`config.mk`:
```
export PLATFORM = sky130hd
export DESIGN_NAME = rf_cmd_seq
export DESIGN_NICKNAME = d
export VERILOG_FILES = /design/src/rtl/rf_cmd_seq.sv
export SDC_FILE = /design/constraint.sdc
export NUM_CORES = 1
export LEC_CHECK = 0
export BUFFER_PORTS_ARGS = -buffer_cell sky130_fd_sc_hd__buf_4
export CAP_MARGIN = 20
export CORE_ASPECT_RATIO = 1.4
export CORE_MARGIN = 2
export CORE_UTILIZATION = 35
export DETAILED_ROUTE_END_ITERATION = 10
export GPL_TIMING_DRIVEN = 1
export PLACE_DENSITY_LB_ADDON = 0.3
export SLEW_MARGIN = 20
export SYNTH_ARGS = -nofsm -noshare
export SYNTH_HDL_FRONTEND = slang
export SYNTH_SLANG_ARGS = --single-unit
```
`constraint.sdc`:
```
create_clock -name clk -period 5.6 [get_ports clk]
set_input_delay 0.56 -clock clk [delete_from_list [all_inputs] [get_ports clk]]
set_output_delay 0.56 -clock clk [all_outputs]
set_load 0.01 [all_outputs]
```
`src/rtl/rf_cmd_seq.sv`:
```
// Command sequencer feeding the register file: expands host WRITE/FILL/CLEAR/INCR
// commands into single-register writes and returns a count/error response.
//
// state | meaning
// IDLE  | waiting for a command, cmd_ready high
// WRITE | issuing register-file writes, one per cycle
// RESP  | holding the response until rsp_ready
module rf_cmd_seq #(
    parameter int ADDR_W = 2,
    parameter int DATA_W = 32
) (
    input  logic              clk,
    input  logic              resetn,
    input  logic              cmd_valid,
    output logic              cmd_ready,
    input  logic [1:0]        cmd_op,
    input  logic [ADDR_W-1:0] cmd_addr,
    input  logic [ADDR_W:0]   cmd_len,
    input  logic [DATA_W-1:0] cmd_data,
    output logic              rsp_valid,
    input  logic              rsp_ready,
    output logic [ADDR_W:0]   rsp_count,
    output logic              rsp_err,
    output logic [ADDR_W-1:0] rf_addr,
    output logic              rf_wren,
    output logic [DATA_W:0]   rf_data,
    output logic              busy
);

    typedef enum logic [1:0] {IDLE, WRITE, RESP} state_t;

    localparam logic [1:0]      OP_WRITE = 2'd0;
    localparam logic [1:0]      OP_FILL  = 2'd1;
    localparam logic [1:0]      OP_CLEAR = 2'd2;
    localparam logic [1:0]      OP_INCR  = 2'd3;
    localparam logic [ADDR_W:0] NUM_REGS = {1'b1, {ADDR_W{1'b0}}};

    state_t              state_q, state_d;
    logic [ADDR_W-1:0]   cur_addr_q, cur_addr_d;
    logic [DATA_W-1:0]   cur_data_q, cur_data_d;
    logic [ADDR_W:0]     remaining_q, remaining_d;
    logic [ADDR_W:0]     count_q, count_d;
    logic                incr_q, incr_d;
    logic [ADDR_W-1:0]   rf_addr_q, rf_addr_d;
    logic [DATA_W-1:0]   rf_data_q, rf_data_d;
    logic                rf_wren_q, rf_wren_d;
    logic                rsp_valid_q, rsp_valid_d;
    logic [ADDR_W:0]     rsp_count_q, rsp_count_d;
    logic                rsp_err_q, rsp_err_d;

    logic                len_op;
    logic                illegal;
    logic [ADDR_W:0]     len_eff;
    logic [ADDR_W-1:0]   first_addr;
    logic [DATA_W-1:0]   first_data;

    always_comb begin
        len_op     = (cmd_op == OP_FILL) || (cmd_op == OP_INCR);
        illegal    = len_op && ((cmd_len == '0) || (cmd_len > NUM_REGS));
        first_addr = (cmd_op == OP_CLEAR) ? '0 : cmd_addr;
        first_data = (cmd_op == OP_CLEAR) ? '0 : cmd_data;
        case (cmd_op)
            OP_WRITE: len_eff = (ADDR_W+1)'(1);
            OP_CLEAR: len_eff = NUM_REGS;
            default:  len_eff = cmd_len;
        endcase
    end

    always_comb begin
        state_d     = state_q;
        cur_addr_d  = cur_addr_q;
        cur_data_d  = cur_data_q;
        remaining_d = remaining_q;
        count_d     = count_q;
        incr_d      = incr_q;
        rf_addr_d   = rf_addr_q;
        rf_data_d   = rf_data_q;
        rf_wren_d   = 1'b0;
        rsp_valid_d = rsp_valid_q;
        rsp_count_d = rsp_count_q;
        rsp_err_d   = rsp_err_q;

        case (state_q)
            IDLE: begin
                if (cmd_valid) begin
                    if (illegal) begin
                        state_d     = RESP;
                        rsp_valid_d = 1'b1;
                        rsp_err_d   = 1'b1;
                        rsp_count_d = '0;
                    end else begin
                        // First write is registered at acceptance so it lands one edge later.
                        state_d     = WRITE;
                        incr_d      = (cmd_op == OP_INCR);
                        rf_wren_d   = 1'b1;
                        rf_addr_d   = first_addr;
                        rf_data_d   = first_data;
                        cur_addr_d  = first_addr + ADDR_W'(1);
                        cur_data_d  = (cmd_op == OP_INCR) ? first_data + DATA_W'(1) : first_data;
                        remaining_d = len_eff - (ADDR_W+1)'(1);
                        count_d     = len_eff;
                    end
                end
            end
            WRITE: begin
                if (remaining_q == '0) begin
                    state_d     = RESP;
                    rsp_valid_d = 1'b1;
                    rsp_err_d   = 1'b0;
                    rsp_count_d = count_q;
                end else begin
                    rf_wren_d   = 1'b1;
                    rf_addr_d   = cur_addr_q;
                    rf_data_d   = cur_data_q;
                    cur_addr_d  = cur_addr_q + ADDR_W'(1);
                    cur_data_d  = incr_q ? cur_data_q + DATA_W'(1) : cur_data_q;
                    remaining_d = remaining_q - (ADDR_W+1)'(1);
                end
            end
            RESP: begin
                if (rsp_ready) begin
                    rsp_valid_d = 1'b0;
                    state_d     = IDLE;
                end
            end
            default: state_d = IDLE;
        endcase
    end

    always_ff @(posedge clk or negedge resetn) begin
        if (!resetn) begin
            state_q     <= IDLE;
            cur_addr_q  <= '0;
            cur_data_q  <= '0;
            remaining_q <= '0;
            count_q     <= '0;
            incr_q      <= 1'b0;
            rf_addr_q   <= '0;
            rf_data_q   <= '0;
            rf_wren_q   <= 1'b0;
            rsp_valid_q <= 1'b0;
            rsp_count_q <= '0;
            rsp_err_q   <= 1'b0;
        end else begin
            state_q     <= state_d;
            cur_addr_q  <= cur_addr_d;
            cur_data_q  <= cur_data_d;
            remaining_q <= remaining_d;
            count_q     <= count_d;
            incr_q      <= incr_d;
            rf_addr_q   <= rf_addr_d;
            rf_data_q   <= rf_data_d;
            rf_wren_q   <= rf_wren_d;
            rsp_valid_q <= rsp_valid_d;
            rsp_count_q <= rsp_count_d;
            rsp_err_q   <= rsp_err_d;
        end
    end

    assign cmd_ready = (state_q == IDLE);
    assign busy      = (state_q != IDLE);
    assign rf_addr   = rf_addr_q;
    assign rf_wren   = rf_wren_q;
    assign rf_data   = {1'b0, rf_data_q};
    assign rsp_valid = rsp_valid_q;
    assign rsp_count = rsp_count_q;
    assign rsp_err   = rsp_err_q;

endmodule

```
Yosys cells after proc, flatten, opt, wreduce, memory -nomap -nowiden
Cells that the tools add are included.

Input bits: 43. Register bits after elaboration: 83. Word-level logic and storage cells: 93. Output and inout bits: 43.

$add $sub $neg: 6. Magnitude comparators: 1. Reduce and logical (&&, ||, !) cells: 16. Eq/ne operators: 12. Bitwise operators: 1. Muxes and demuxes: 45.

Operator list (number): $mux W32 (9); $pmux W32 S2 (2); $add A32 B1 Y32 const B (2); $mux W2 (11); $mux W3 (6); $pmux W3 S2 (3); $ne A2 B2 Y1 const B (6); $reduce_and A5 Y1 (2); $mux W1 (8); $pmux W2 S2 (2); $reduce_and A4 Y1 (2); $eq A2 B2 Y1 const B (3); $logic_not A3 Y1 (2); $pmux W2 S3 (1); $reduce_and A3 Y1 (2); $sub A3 B1 Y3 const B (2); $add A2 B1 Y2 const B (2); $eq A2 B1 Y1 const B (2); $logic_not A2 Y1 (2); $pmux W1 S2 (2); $reduce_bool A2 Y1 (2); $gt A3 B3 Y1 const B (1); $pmux W1 S3 (1); $reduce_bool A3 Y1 (1); 4 further kinds (5).

Depth between registers and ports, before layout
Gate-level depths: netlist of run 1.

Depth after elaboration: 7. Depth in mapped cells: 11.

Least setup slack after synthesis of run 1
No wires, ideal clock.

Path kind: input port to flip-flop. Start: in cmd_op[0]. End: reg cur_data_q[26]. Cell stages on the path: 10. Arrival time: 2.921 ns. Setup slack: 2.575 ns. Buffers on the path: 2. Library setup time: 0.104 ns. Required time: 5.496 ns. Path through: nand2b_1 -> clkbuf_1 -> buf_1 -> and2_1 -> ha_1 -> nand4_1 -> nor4_2 -> nand2_1 -> xnor2_1 -> a221oi_1.

Word-level cells in the longest chain between the ends: 7. Elaborated cells between the ends (all ways): 13. Those cells by class: 1 x add/sub; 4 x eq/ne; 5 x mux; 3 x reduce/logical.

RTL lines: from (decl) (RTL line 16) `input logic [1:0] cmd_op,`; $eq A2 B2 Y1 (RTL line 61) `first_data = (cmd_op == OP_CLEAR) ? '0 : cmd_data;`; $mux W32 (RTL line 61); $add A32 B1 Y32 (RTL line 99) `cur_data_d = (cmd_op == OP_INCR) ? first_data + DATA_W'(1) : first_data;`; $mux W32 (RTL line 99); $mux W32 (RTL line 86) `if (illegal) begin`; $mux W32 (RTL line 85) `if (cmd_valid) begin`; $pmux W32 S2 (RTL line 83) `case (state_q)`; to (signal assigned) (RTL line 147) `cur_data_q <= cur_data_d;`; to (decl) (RTL line 40) `logic [DATA_W-1:0] cur_data_q, cur_data_d;`.

Several ways; a longest one is shown, not always the timed one. The select of a mux whose other input is x is not followed. A chain may end at the register's enable or synchronous reset.

Final worst setup path of run 1
Ends and elaborated chain as after synthesis.

==> results of run 1 <==
## metrics by stage
| stage | total power, mW | cells | setup WS, ns | hold slack [ns] | utilization, % |
|---|---|---|---|---|---|
| finish | 3.47 | 873 | 2.31 | 0.254 | 43.3 |
| global route | 3.75 | 873 | 2.08 | 0.344 | 43.3 |
| CTS | 3.48 | 873 | 2.35 | 0.431 | 43.2 |
| detailed placement | 2.91 | 857 | 1.99 | 0.482 | 41.3 |
| global placement | 2.85 | 857 | 2.00 | 0.469 | 41.3 |
| floorplan | 2.28 | 624 | 2.58 | 0.264 | - |
## area by class of cell
| class | count | share of cell area, % |
|---|---|---|
| clock inverter | 2 | 0.165 |
| timing repair buffer | 90 | 11.2 |
| tap | 185 | 3.82 |
| sequential | 83 | 34.3 |
| clock buffer | 14 | 4.36 |
| inverter | 12 | 0.765 |
| multi-input combinational | 487 | 45.3 |
## critical path, cell delays in order
cell,delay [ns]
buf_4,0.16
nand2b_1,0.65
and2_1,0.25
ha_1,0.25
nand4_1,0.30
nor4_2,0.79
nand2_1,0.14
xnor2_1,0.15
a221oi_1,0.27
## power breakdown
group	internal [mW]	total, mW	leakage (nW)	switching [mW]
clock network	0.324	0.562	0.137	0.238
logic	0.692	1.71	1.42	1.01
registers	0.918	1.20	0.972	0.280
## sequential cells by signal (all words and copies together), names as in the netlist
register	flops
rf_data_q	32
rf_wren	1
rsp_valid	1
cur_data_q	32
count_q	3
incr_q	1
rsp_err	1
cur_addr_q	2
rsp_count	3
rf_addr	2
state_q	2
remaining_q	3
## kinds of logic (layout without fill, tap and decap cells)
| logic type | after synthesis | count (layout) | share of synthesized area, % |
|---|---|---|---|
| simple gates | 256 | 256 | 24.7 |
| compound gates | 198 | 198 | 23.5 |
| flops | 83 | 83 | 41.5 |
| buf+inv | 54 | 118 | 4.17 |
| xor+xnor | 25 | 25 | 4.52 |
| mux | 4 | 4 | 0.800 |
| fa+ha+maj | 3 | 3 | 0.750 |
| other cells | 1 | 1 | 0.0749 |
## cell usage after synthesis, drive strengths merged (10+ instances only)
library cell and instances:
a21oi 96, a22oi 15, a31oi 12, and3 12, buf 10, clkbuf 32, dfrtp 83, inv 12
nand2 57, nand3 24, nand4 22, nor2 89, nor3 15, o21ai 32, xnor2 17
## layer usage
| layer | share of wire [%] | global-route usage, % |
|---|---|---|
| met5 | 0 | 0 |
| met4 | 4.5 | 11.9 |
| met3 | 6.1 | 3.00 |
| met2 | 49 | 34.0 |
| met1 | 41 | 25.4 |
## worst max-delay path by stage
| stage | start | to | cells after the start |
|---|---|---|---|
| global route | cmd_op[0] | cur_data_q[26] | 9 |
| CTS | cmd_op[0] | cur_data_q[26] | 9 |
| floorplan | cmd_op[0] | cur_data_q[26] | 10 |
| finish | cmd_op[0] | cur_data_q[26] | 9 |
| detailed placement | cmd_op[0] | cur_data_q[26] | 9 |
| global placement | cmd_op[0] | cur_data_q[26] | 9 |
==> results by stage, run 1 <==
Finish:
- In the final design database the tool counted 729 nets.
- Once layout is done, the placed cells without fillers occupy 6050 sq um.
- The number of antenna cells inserted is 0.
- The sequential standard cell area is 2080 sq um.
- In the layout the commonest cells are a21oi_1, buf_4, nor2_1.
- The layout overhead on the synthesized area is 20.9%.
- The most frequent standard cell in the layout excluding fill and tap cells is a21oi_1.
- The total area of multi-input combinational cells is 2740 sq um.
- The number of inserted filler cells in the final layout is 1,405.
- Of the cells placed in the final design, the portion with a size suffix greater than 1 is 16.9%.

Synthesis:
- The Yosys step of the flow raised 0 warnings.
- The mean cell area of the mapped netlist is ~8.0 sq um.
- When the netlist entered floorplanning its net count stood at 670.
- The top-area cell type share of the netlist area is between 40% and 50%.
- The share of synthesized area occupied by flip-flops and latches is between 40% and 50%.
- The proportion of synthesized flip-flops having asynchronous set or reset is 100%.
- The number of standard cells after synthesis is ~620.
- dfrtp_1 takes more of the synthesized area than any other cell.
- Yosys mapped the design onto 53 distinct sky130hd cell types.
- The cell area that synthesis handed to floorplanning was 5010 sq um.
- Counting flops with a built-in enable in the synthesized netlist gives 0.
- Counting flops and latches in the post-synthesis netlist gives 83.
- By area the synthesized netlist is led by dfrtp_1, a21oi_1, nor2_1.
- The most frequently used flop master after synthesis is dfrtp_1.

Worst setup path:
- The worst setup path is captured at a register.
- In this run the register-to-register setup slack is 2.68 ns.
- The worst setup path category is in2reg.
- The maximum fanout encountered on the critical timing path is 22.
- Counting cells, the worst reg-to-reg path comes to 9.
- The worst register-to-register path begins at state_q[1].
- Data on the critical path is required at its endpoint by ~6 ns.
- The worst setup path is launched from a primary input.
- For the worst setup path, the data arrival time is 3.53 ns.
- The endpoint of the worst register-to-register path is cur_addr_q[0].

CTS:
- The number of setup buffers added after CTS is 0.
- After clock tree synthesis, the repair step resized 0 gates.
- Counting along the longest clock path gives a buffer depth of 2.
- In this run, CTS created clock tree buffers numbering 9.
- Clock-pin slew was measured on the worst setup and hold paths at 0.06 ns.
- The root buffer selected by CTS is clkbuf_16.
- The insertion delay of the later-clocked pin in the worst-skew pair is ~0.34 ns.
- The H-tree was split into 3 levels.
- The number of hold buffers added after cts is 0.
- The number of clock sinks seen by CTS is 83.
- The TritonCTS clock tree is done.

STA:
- Setup repair after global routing left no endpoint under its margin.
- The number of max-slew violations in the final report came to 0.
- The number of hold violations in the final report is 0.
- The slew at the pin closest to its max-slew limit is 0.946 ns.
- The post-route setup TNS is 0 ns.
- The worst pin sits at a relative slew slack of 36.9%.
- The share of the clock period used by the worst path is 58.8%.
- Setup violations remaining at the end of the flow were counted as 0.
- The post-route minimum period is ~3.3 ns.
- The highest achievable clock rate is 304 MHz.
- The clock arrives with 0.00405 ns of skew.

Floorplanning:
- The width of the chip is approximately 110 um.
- 86 I/O pins were placed.
- The placeable core area is 14,000 sq um.
- The effective utilization at floorplan is 35.8%.
- The die height is ~150 um.
- The number of standard-cell rows in the floorplan is a little over 50.
- The die covers 15,300 sq um.

Detailed routing:
- For this run, the detailed router's first-pass iteration total came to 5.
- After the first detailed-routing iteration, the DRC count stood at 450.
- Dividing the detail-routed wire length by the instance count gives 17.7 um.
- The number of nets with antenna violations after routing is 0.
- Wires add up to 15,400 um.
- The DRC violation count after routing is 0.
- The routed layout has slightly above 5,000 vias.
- The detail-routed via count per cell is around 5.8.

Place:
- After detailed placement, the total cell area comes to 5770 sq um.
- Summed over all nets, the half-perimeter wirelength after detailed placement is 10,700 um.
- The final weighted congestion in routability-driven placement is 0.905.
- The number of buffers added on ports is 84.

Global routing:
- The pin count of the biggest net entering global routing is 84.
- The number of antenna violations at the first check in global routing came to 0.
- The wire length of the first global-routing pass is roughly 25,000 um.
- The global-route usage over all layers is 20.5%.
- Global routing finished with a remaining overflow of 0.
- The via count of the first global-routing pass is 5,042.

Power:
- The leakage power is 2.53 nW.
- Dividing total power by cell area gives a power density of 573 nW/um^2.
- The maximum resistive drop on vdd is about 190 uV.

Worst hold path:
- The worst hold path class is in2async.

Run status:
- The flow ran to the end, and the final reports show no timing, DRC or antenna violations.

Flow run:
- The number of max-cap violations is 0.
Power figures use the tool's default switching activity.
==> run 2, diff against run 1 <==
- ABC_AREA: default -> 1
- clock period: 5.6 -> 2.9 ns (I/O delays scaled with it)
==> results by stage, run 2 <==
Detailed routing:
- The vias after detailed routing is 6,247 (was 5,088).
- The count of routing violations after the opening detailed-route iteration is 565 (was 450).
- The total detailed-routing wirelength is 19,800 um (was 15,400 um).
- The detailed-route wire length per cell was 16.3 um (was 17.7 um).
- The count of TritonRoute iterations in the first routing pass was 5 (unchanged).
- The detail-routed via count per cell is 5.15 (was 5.83).
- The DRC violation count after routing is 0 (unchanged).
- The number of nets with antenna violations after routing is 0 (unchanged).

Global routing:
- The wire length of the first global-routing pass was 31,300 um (was 25,200 um).
- The busiest metal layer after global routing is met2 (unchanged).
- The global-route met1 utilization is 26.4% (was 25.4%).
- The pin count of the biggest net entering global routing is 88 (was 84).
- The number of antenna violations at the first check in global routing is 0 (unchanged).
- The global routing usage on met3 was 3.13% (was 3.00%).
- The sum of overflow across all layers after global routing is 0 (unchanged).
- The global-route usage over all layers is 22.2% (was 20.5%).
- The via count of the first global-routing pass came to 5,964 (was 5,042).
- The global routing met2 resource utilization is 36.0% (was 34.0%).

Floorplanning:
- The I/O pin count is 86 (unchanged).
- The placeable core area is 16,700 sq um (was 14,000 sq um).
- The die height is 159 um (was 146 um).
- The die footprint is 18,200 sq um (was 15,300 sq um).
- The width of the chip was 115 um (was 105 um).
- The effective utilization at floorplan is 35.8% (about the same).
- The number of standard-cell rows in the floorplan is 56 (was 51).

Finish:
- Commonest non-fill, non-tap cells in the layout: nand2_1, nor2_1, inv_1 (was a21oi_1, buf_4, nor2_1).
- Top flop regs: cur_data_q (32), rf_data_q (32) (unchanged).
- The layout overhead on the synthesized area is 19.2% (was 20.9%).
- The share of cells above drive strength 1 came to 15.5% (was 16.9%).
- The number of inserted filler cells in the final layout was 1,794 (was 1,405).
- The final-stage net count was 1,051 (was 729).
- The most frequent standard cell in the layout excluding fill and tap cells is nand2_1 (was a21oi_1).
- The number of antenna cells inserted is 0 (unchanged).
- The final standard cell count with taps included and fillers excluded came to 1,213 (was 873).

Worst setup path:
- The slack of the worst reg-to-reg path came to 0.71 ns (was 2.68 ns).
- The worst setup path category is reg2reg (was in2reg).
- The required time of the critical path is 3.15 ns (was 5.84 ns).
- The startpoint of the worst-slack reg-to-reg timing path was cur_data_q[1] (was state_q[1]).
- The slowest cell on the critical path is dfrtp_1 (was nor4_2).
- The maximum single-stage delay on the critical path is 0.41 ns (was 0.79 ns).
- The data arrival time of the critical path was 2.44 ns (was 3.53 ns).
- The maximum fanout encountered on the critical timing path is 4 (was 22).
- The kind of end point of the critical path is a register (unchanged).
- The startpoint type of the worst setup path is a register (was primary input).
- Cell Chain, Critical Path: nand3_1 -> nor2_1 -> nand3_1 -> nor3_2 -> nand3_1 -> nor2_1 -> nor2_1 -> nand3_1 -> nand2_1 (was buf_4 -> nand2b_1 -> and2_1 -> ha_1 -> nand4_1 -> nor4_2 -> nand2_1 -> xnor2_1 -> a221oi_1).
- The timing startpoint of the critical path is cur_data_q[1] (was cmd_op[0]).
- The most repeated library cell on the critical path is nand3_1.

Synthesis:
- Ranking of synthesized cells by area: dfrtp_1, nand2_1, nor2_1 (was dfrtp_1, a21oi_1, nor2_1).
- The fraction of the mapped netlist area in adder cells is 0.627% (was 0.750%).
- Commonest cells in the synthesized netlist: nand2_1, nor2_1, inv_1 (was a21oi_1, nor2_1, dfrtp_1).
- The most frequently used flop master after synthesis is dfrtp_1 (unchanged).
- The dominant combinational cell family by area after synthesis is simple AND/OR/NAND/NOR gates (unchanged).
- The number of warning messages in the yosys log is 0 (unchanged).
- The area of the mapped netlist is 5990 sq um (was 5010 sq um).
- The proportion of synthesized flip-flops having asynchronous set or reset is 100% (unchanged).
- The mean cell area of the mapped netlist is 6.41 sq um (was 8.02 sq um).
- The count of distinct cell types in the synthesized netlist was 36 (was 53).
- The area share of and/or/nand/nor cells after synthesis is 40.3% (was 24.7%).
- The multiplexer share of the synthesized area came to 0.167% (was 0.800%).
- The share of synthesized area occupied by flip-flops and latches was 34.7% (was 41.5%).
- The most used standard cell by instance count after synthesis is nand2_1 (was a21oi_1).
- The flip-flop and latch count after synthesis is 83 (unchanged).
- The number of synthesized flops with an enable pin is 0 (unchanged).
- The synthesized net count was 980 (was 670).
- The xor and xnor fraction of the mapped netlist area came to 2.34% (was 4.52%).
- The number of standard cells after synthesis came to 934 (was 624).
- The compound-gate portion of the synthesized area came to 11.2% (was 23.5%).
- The largest area contributor in the netlist is dfrtp_1 (unchanged).
- The top-area cell type share of the netlist area is 34.7% (was 41.5%).

STA:
- The total of endpoints with negative setup slack in the final report came to 0 (unchanged).
- Setup repair after global routing missed its margin: false (unchanged).
- The number of hold violations in the final report was 0 (unchanged).
- The maximum clock skew at final layout is 0.00985 ns (was 0.00405 ns).
- The number of max-slew violations in the final report is 0 (unchanged).
- The slew at the pin closest to its max-slew limit came to 0.622 ns (was 0.946 ns).
- The post-route setup TNS is 0 ns (unchanged).
- The post-route minimum period is 2.19 ns.
- The remaining max-slew budget at the tightest pin is 58.5% (was 36.9%).
- Derived from the worst setup path, the maximum achievable clock frequency is 456 MHz.
- Dividing the final minimum period by the clock period gives between 70% and 80%.

Power:
- The power density over the cells is 956 nW/um^2 (was 573 nW/um^2).
- The maximum resistive drop on vdd came to 407 uV (was 187 uV).
- The leakage power is 3.50 nW (was 2.53 nW).
- The total power draw came to 6.82 mW (was 3.47 mW).

Worst hold path:
- The startpoint of the worst hold path is rsp_ready.
- The worst hold path class is in2reg (was in2async).

CTS:
- The maximum level of the CTS H-tree came to 3 (unchanged).
- The root buffer selected by CTS is clkbuf_16 (unchanged).
- The largest buffer count on any clock path is 2 (unchanged).
- The number of clock sinks seen by CTS was 83 (unchanged).
- The total clock buffers created by CTS is 9 (unchanged).
- The clock-pin slew on the worst setup and hold paths was 0.07 ns (was 0.06 ns).
- The insertion delay of the later-clocked pin in the worst-skew pair is 0.35 ns (was 0.34 ns).
- The total of cells resized after clock tree synthesis is 0 (unchanged).
- The TritonCTS clock tree is done (unchanged).

Place:
- The number of buffers added on ports is 84 (unchanged).
- The detailed-placement wirelength estimate is 15,000 um (was 10,700 um).
- The final weighted congestion in routability-driven placement is 0.937 (was 0.905).
- The placed instance count came to 1,196 (was 857).

Run status:
- Result of the run: complete, no violations (unchanged).

Flow run:
- The number of max-cap violations is 0 (unchanged).
-- run 2: changes by cell type in the layout (fill, tap and decap cells not counted), moves of 13 or more --
cell     delta
o21ai_0    +34
inv_1     +100
nor2_1     +29
nand2_1   +228
a21oi_1    -76
nand3_1    +55
a31oi_1    +13
a22oi_1    -14
-- run 2: worst paths after layout --
kind | endpoint | depth (start not counted)
setup / recovery | cur_data_q[27] | 9
hold / removal | state_q[1] | 2
setup reg to reg | cur_data_q[27] | 9
hold reg to reg | rf_addr[0] | 2
max in group asynchronous | cur_data_q[24] | 3
min in group asynchronous | rf_data_q[14] | 3
-- run 2: routing by layer --
| metal | vias to the layer above | wire [um] |
|---|---|---|
| li1 | 3113 | - |
| met1 | 2846 | 7970 |
| met2 | 215 | 9400 |
| met3 | 73 | 973 |
| met4 | 0 | 1440 |
| met5 | - | 0 |
-- run 2: stage by stage --
| step | util [%] | area, sq um | hold slack [ns] | setup WS, ns |
|---|---|---|---|---|
| floorplan | - | 5990 | -0.00559 | 0.893 |
| global placement | 40.7 | 6810 | 0.371 | 0.654 |
| detailed placement | 40.7 | 6810 | 0.383 | 0.556 |
| CTS | 42.6 | 7130 | 0.00258 | 0.742 |
| global route | 42.6 | 7140 | 0.154 | 0.574 |
| finish | 42.6 | 7140 | 0.137 | 0.709 |
-- run 2: layout make-up --
type | count | area [sq um] | area share, %
inverter | 118 | 443 | 6.20
multi-input combinational | 695 | 3290 | 46.0
timing repair buffer | 98 | 763 | 10.7
clock inverter | 6 | 88.8 | 1.24
sequential | 83 | 2080 | 29.1
clock buffer | 10 | 229 | 3.21
tap | 203 | 254 | 3.56
-- run 2: kinds of logic (layout without fill, tap and decap cells) --
logic type,after synthesis,after routing
DFF,83,83
muxes,1,1
adders and majority gates,3,3
xor gates and xnor gates,16,16
AOI/OAI and AO/OA,122,122
buffers and inverters,156,232
and+or+nand+nor,552,552
other,1,1
-- run 2: repair_timing --
action / 4_1_cts / 5_1_grt
hold buffers: 0 / 1
buffers inserted: 0 / 0
endpoints found under the hold margin: 0 / 6
-- run 2: critical path, delay by kind of cell, from the launching register on --
| family | cells | cell delay [ns] |
|---|---|---|
| AND/OR/NAND/NOR | 9 | 1.68 |
| flip-flops | 1 | 0.41 |
-- run 2: report_power, final --
| part | switching (mW) | internal, mW | total [mW] |
|---|---|---|---|
| Clock | 0.514 | 0.757 | 1.27 |
| Sequential | 0.501 | 1.73 | 2.24 |
| Combinational | 2.08 | 1.24 | 3.32 |
==> run 3, diff against run 2 <==
- clock period: 2.9 -> 2 ns (I/O delays scaled with it)
==> results by stage, run 3 (synthesis gave the netlist of run 2 again) <==
Run status:
- Result of the run: complete, no violations (unchanged).

Detailed routing:
- The detail-routed via count per cell was 5.15 (about the same).
- The vias after detailed routing is 6,456 (was 6,247).
- The total detailed-routing wirelength is 20,300 um (was 19,800 um).
- The DRC violation count after routing is 0 (unchanged).
- The count of routing violations after the opening detailed-route iteration is 569 (was 565).
- The detailed-route wire length per cell is 16.2 um (was 16.3 um).
- The number of nets with antenna violations after routing is 0 (unchanged).
- The count of TritonRoute iterations in the first routing pass is 5 (unchanged).

Global routing:
- The wire length of the first global-routing pass is 31,600 um (was 31,300 um).
- The pin count of the biggest net entering global routing is 50 (was 88).
- The number of antenna violations at the first check in global routing was 0 (unchanged).
- The sum of overflow across all layers after global routing is 0 (unchanged).
- The via count of the first global-routing pass was 6,057 (was 5,964).
- The global-route usage over all layers is 22.4% (was 22.2%).

STA:
- Setup repair after global routing missed its margin: false (unchanged).
- The slew at the pin closest to its max-slew limit is 0.587 ns (was 0.622 ns).
- The number of hold violations in the final report is 0 (unchanged).
- The post-route minimum period is 1.81 ns (was 2.19 ns).
- The maximum clock skew at final layout is 0.0147 ns (was 0.00985 ns).
- The slack of the critical path is 0.194 ns (was 0.709 ns).
- The total of endpoints with negative setup slack in the final report was 0 (unchanged).
- The highest achievable clock rate is 554 MHz (was 456 MHz).
- The worst hold margin is 0.0661 ns (was 0.137 ns).
- The number of max-slew violations in the final report is 0 (unchanged).
- The share of the clock period used by the worst path is 90.3% (was 75.5%).
- The remaining max-slew budget at the tightest pin was 60.8% (was 58.5%).
- The post-route setup TNS came to 0 ns (unchanged).

Place:
- The number of buffers added on ports is 84 (unchanged).
- The detailed-placement wirelength estimate is 15,800 um (was 15,000 um).
- The final weighted congestion in routability-driven placement is 0.970 (was 0.937).
- The placed cell area was 7140 sq um (was 6810 sq um).
- The post-placement setup slack is 0.00123 ns (was 0.556 ns).

Finish:
- The most frequent standard cell in the layout excluding fill and tap cells is nand2_1 (unchanged).
- Top flop regs: cur_data_q (32), rf_data_q (32) (unchanged).
- The final-stage net count came to 1,092 (was 1,051).
- The share of cells above drive strength 1 is 19.0% (was 15.5%).
- The cell area after layout is 7470 sq um (was 7140 sq um).
- The number of antenna cells inserted is 0 (unchanged).
- The layout overhead on the synthesized area is 24.8% (was 19.2%).
- Commonest non-fill, non-tap cells in the layout: nand2_1, buf_4, nor2_1 (was nand2_1, nor2_1, inv_1).

Floorplanning:
- The die height is 159 um (unchanged).
- The placeable core area is 16,700 sq um (unchanged).
- The width of the chip was 115 um (unchanged).
- The die footprint was 18,200 sq um (unchanged).
- The I/O pin count is 86 (unchanged).
- The effective utilization at floorplan was 35.8% (unchanged).
- The number of standard-cell rows in the floorplan was 56 (unchanged).

Worst hold path:
- The worst hold path class was in2reg (unchanged).
- The startpoint of the worst hold path was rsp_ready (unchanged).
- The sink of the worst hold path is state_q[1] (unchanged).
- The cell count of the worst hold path is 2 (unchanged).

CTS:
- The number of clock sinks seen by CTS is 83 (unchanged).
- The clock-pin slew on the worst setup and hold paths is 0.07 ns (about the same).
- The TritonCTS clock tree is done (unchanged).
- The largest buffer count on any clock path is 2 (unchanged).
- The insertion delay of the later-clocked pin in the worst-skew pair is 0.35 ns (about the same).
- The maximum level of the CTS H-tree is 3 (unchanged).
- The root buffer selected by CTS is clkbuf_16 (unchanged).
- The total clock buffers created by CTS was 9 (unchanged).

Worst setup path:
- The data arrival time of the critical path is 2.06 ns (was 2.44 ns).
- The total number of cells along the worst setup path was 9 (unchanged).
- The most repeated library cell on the critical path is nand2_1 (was nand3_1).
- The worst setup path category was reg2reg (unchanged).
- The startpoint of the worst-slack reg-to-reg timing path is state_q[1] (was cur_data_q[1]).
- The endpoint of the worst register-to-register path is cur_addr_q[1] (was cur_data_q[27]).
- The slack of the worst reg-to-reg path was 0.19 ns (was 0.71 ns).
- The number of cell instances on the worst register-to-register path was 9 (unchanged).
- The slowest cell on the critical path is dfrtp_1 (unchanged).
- The maximum single-stage delay on the critical path came to 0.44 ns (was 0.41 ns).
- The kind of cell adding the most delay to the critical path is buffers and inverters (was simple AND/OR/NAND/NOR gates).
- The critical path buffer and inverter count came to 4 (was 0).
- The startpoint type of the worst setup path is a register (unchanged).
- The kind of end point of the critical path is a register (unchanged).
- The maximum fanout encountered on the critical timing path is 36 (was 4).
- The required time of the critical path was 2.25 ns (was 3.15 ns).
- Cell Chain, Critical Path: nor2_2 -> inv_1 -> o21ai_0 -> nand2_1 -> buf_4 -> inv_2 -> buf_12 -> nand2_1 -> o221ai_1 (was nand3_1 -> nor2_1 -> nand3_1 -> nor3_2 -> nand3_1 -> nor2_1 -> nor2_1 -> nand3_1 -> nand2_1).

Power:
- The power density over the cells is 1360 nW/um^2 (was 956 nW/um^2).
- The maximum resistive drop on vdd is 578 uV (was 407 uV).
- The total power draw is 10.2 mW (was 6.82 mW).
- The leakage power is 3.71 nW (was 3.50 nW).

Flow run:
- The number of max-cap violations is 0 (unchanged).
[run 3: cell count changes in the layout (fill, tap and decap cells not counted), sizes merged]
cell,before,now
clkbuf,10,11
buf,97,138
clkinvlp,2,0
clkinv,1,2
bufinv,2,1
[run 3: how the worst max path moves through the flow]
stage             startpoint        endpoint  slack [ns]
3_3_place_gp       cmd_op[1]  cur_data_q[25]      0.0009
3_5_place_dp       cmd_op[1]  cur_data_q[25]       0.001
6_report          state_q[1]   cur_addr_q[1]        0.19
5_1_grt           state_q[1]  cur_data_q[16]        0.01
4_1_cts        cur_data_q[1]  cur_data_q[14]        0.08
2_1_floorplan      cmd_op[0]  cur_data_q[14]        0.08
[run 3: final cells by class]
cell class | count | area (sq um)
clock buffers | 11 | 243
clock inverters | 4 | 48.8
fillers | 1757 | 9270
inverters | 118 | 445
multi-input cells | 695 | 3300
flip-flops and latches | 83 | 2080
well taps | 203 | 254
repair buffers | 139 | 1100
[run 3: routing by layer]
| metal | vias to the layer above | GRT usage (%) | wire, um |
|---|---|---|---|
| met1 | 2960 | 26.1 | 7970 |
| li1 | 3187 | - | - |
| met2 | 251 | 38.6 | 9980 |
| met3 | 58 | 2.86 | 1080 |
| met4 | 0 | 12.9 | 1260 |
| met5 | - | 0 | 0 |
[run 3: what timing repair did]
item / in CTS / in global routing
buffers inserted: 0 / 1
hold buffers: 1 / 0
endpoints found under the hold margin: 39 / 0
gates resized for setup: 0 / 8
setup endpoints to repair: 0 / 11
[run 3: report_power, final]
group | internal [mW] | total [mW] | switching (mW)
Combinational | 2.11 | 5.28 | 3.18
Sequential | 2.52 | 3.21 | 0.698
Clock | 0.997 | 1.70 | 0.703
[run 3: through the flow]
stage | utilization (%) | cells
floorplan | - | 934
global placement | 42.6 | 1236
detailed placement | 42.6 | 1236
CTS | 44.4 | 1252
global route | 44.6 | 1253
finish | 44.6 | 1253
[run 3: worst reg2reg max path: cells and delay by family, from the launching register on]
kind            cells  cell delay (ns)
simple gates        3             0.34
flops               1             0.44
compound gates      2             0.35
buf+inv             4             0.58
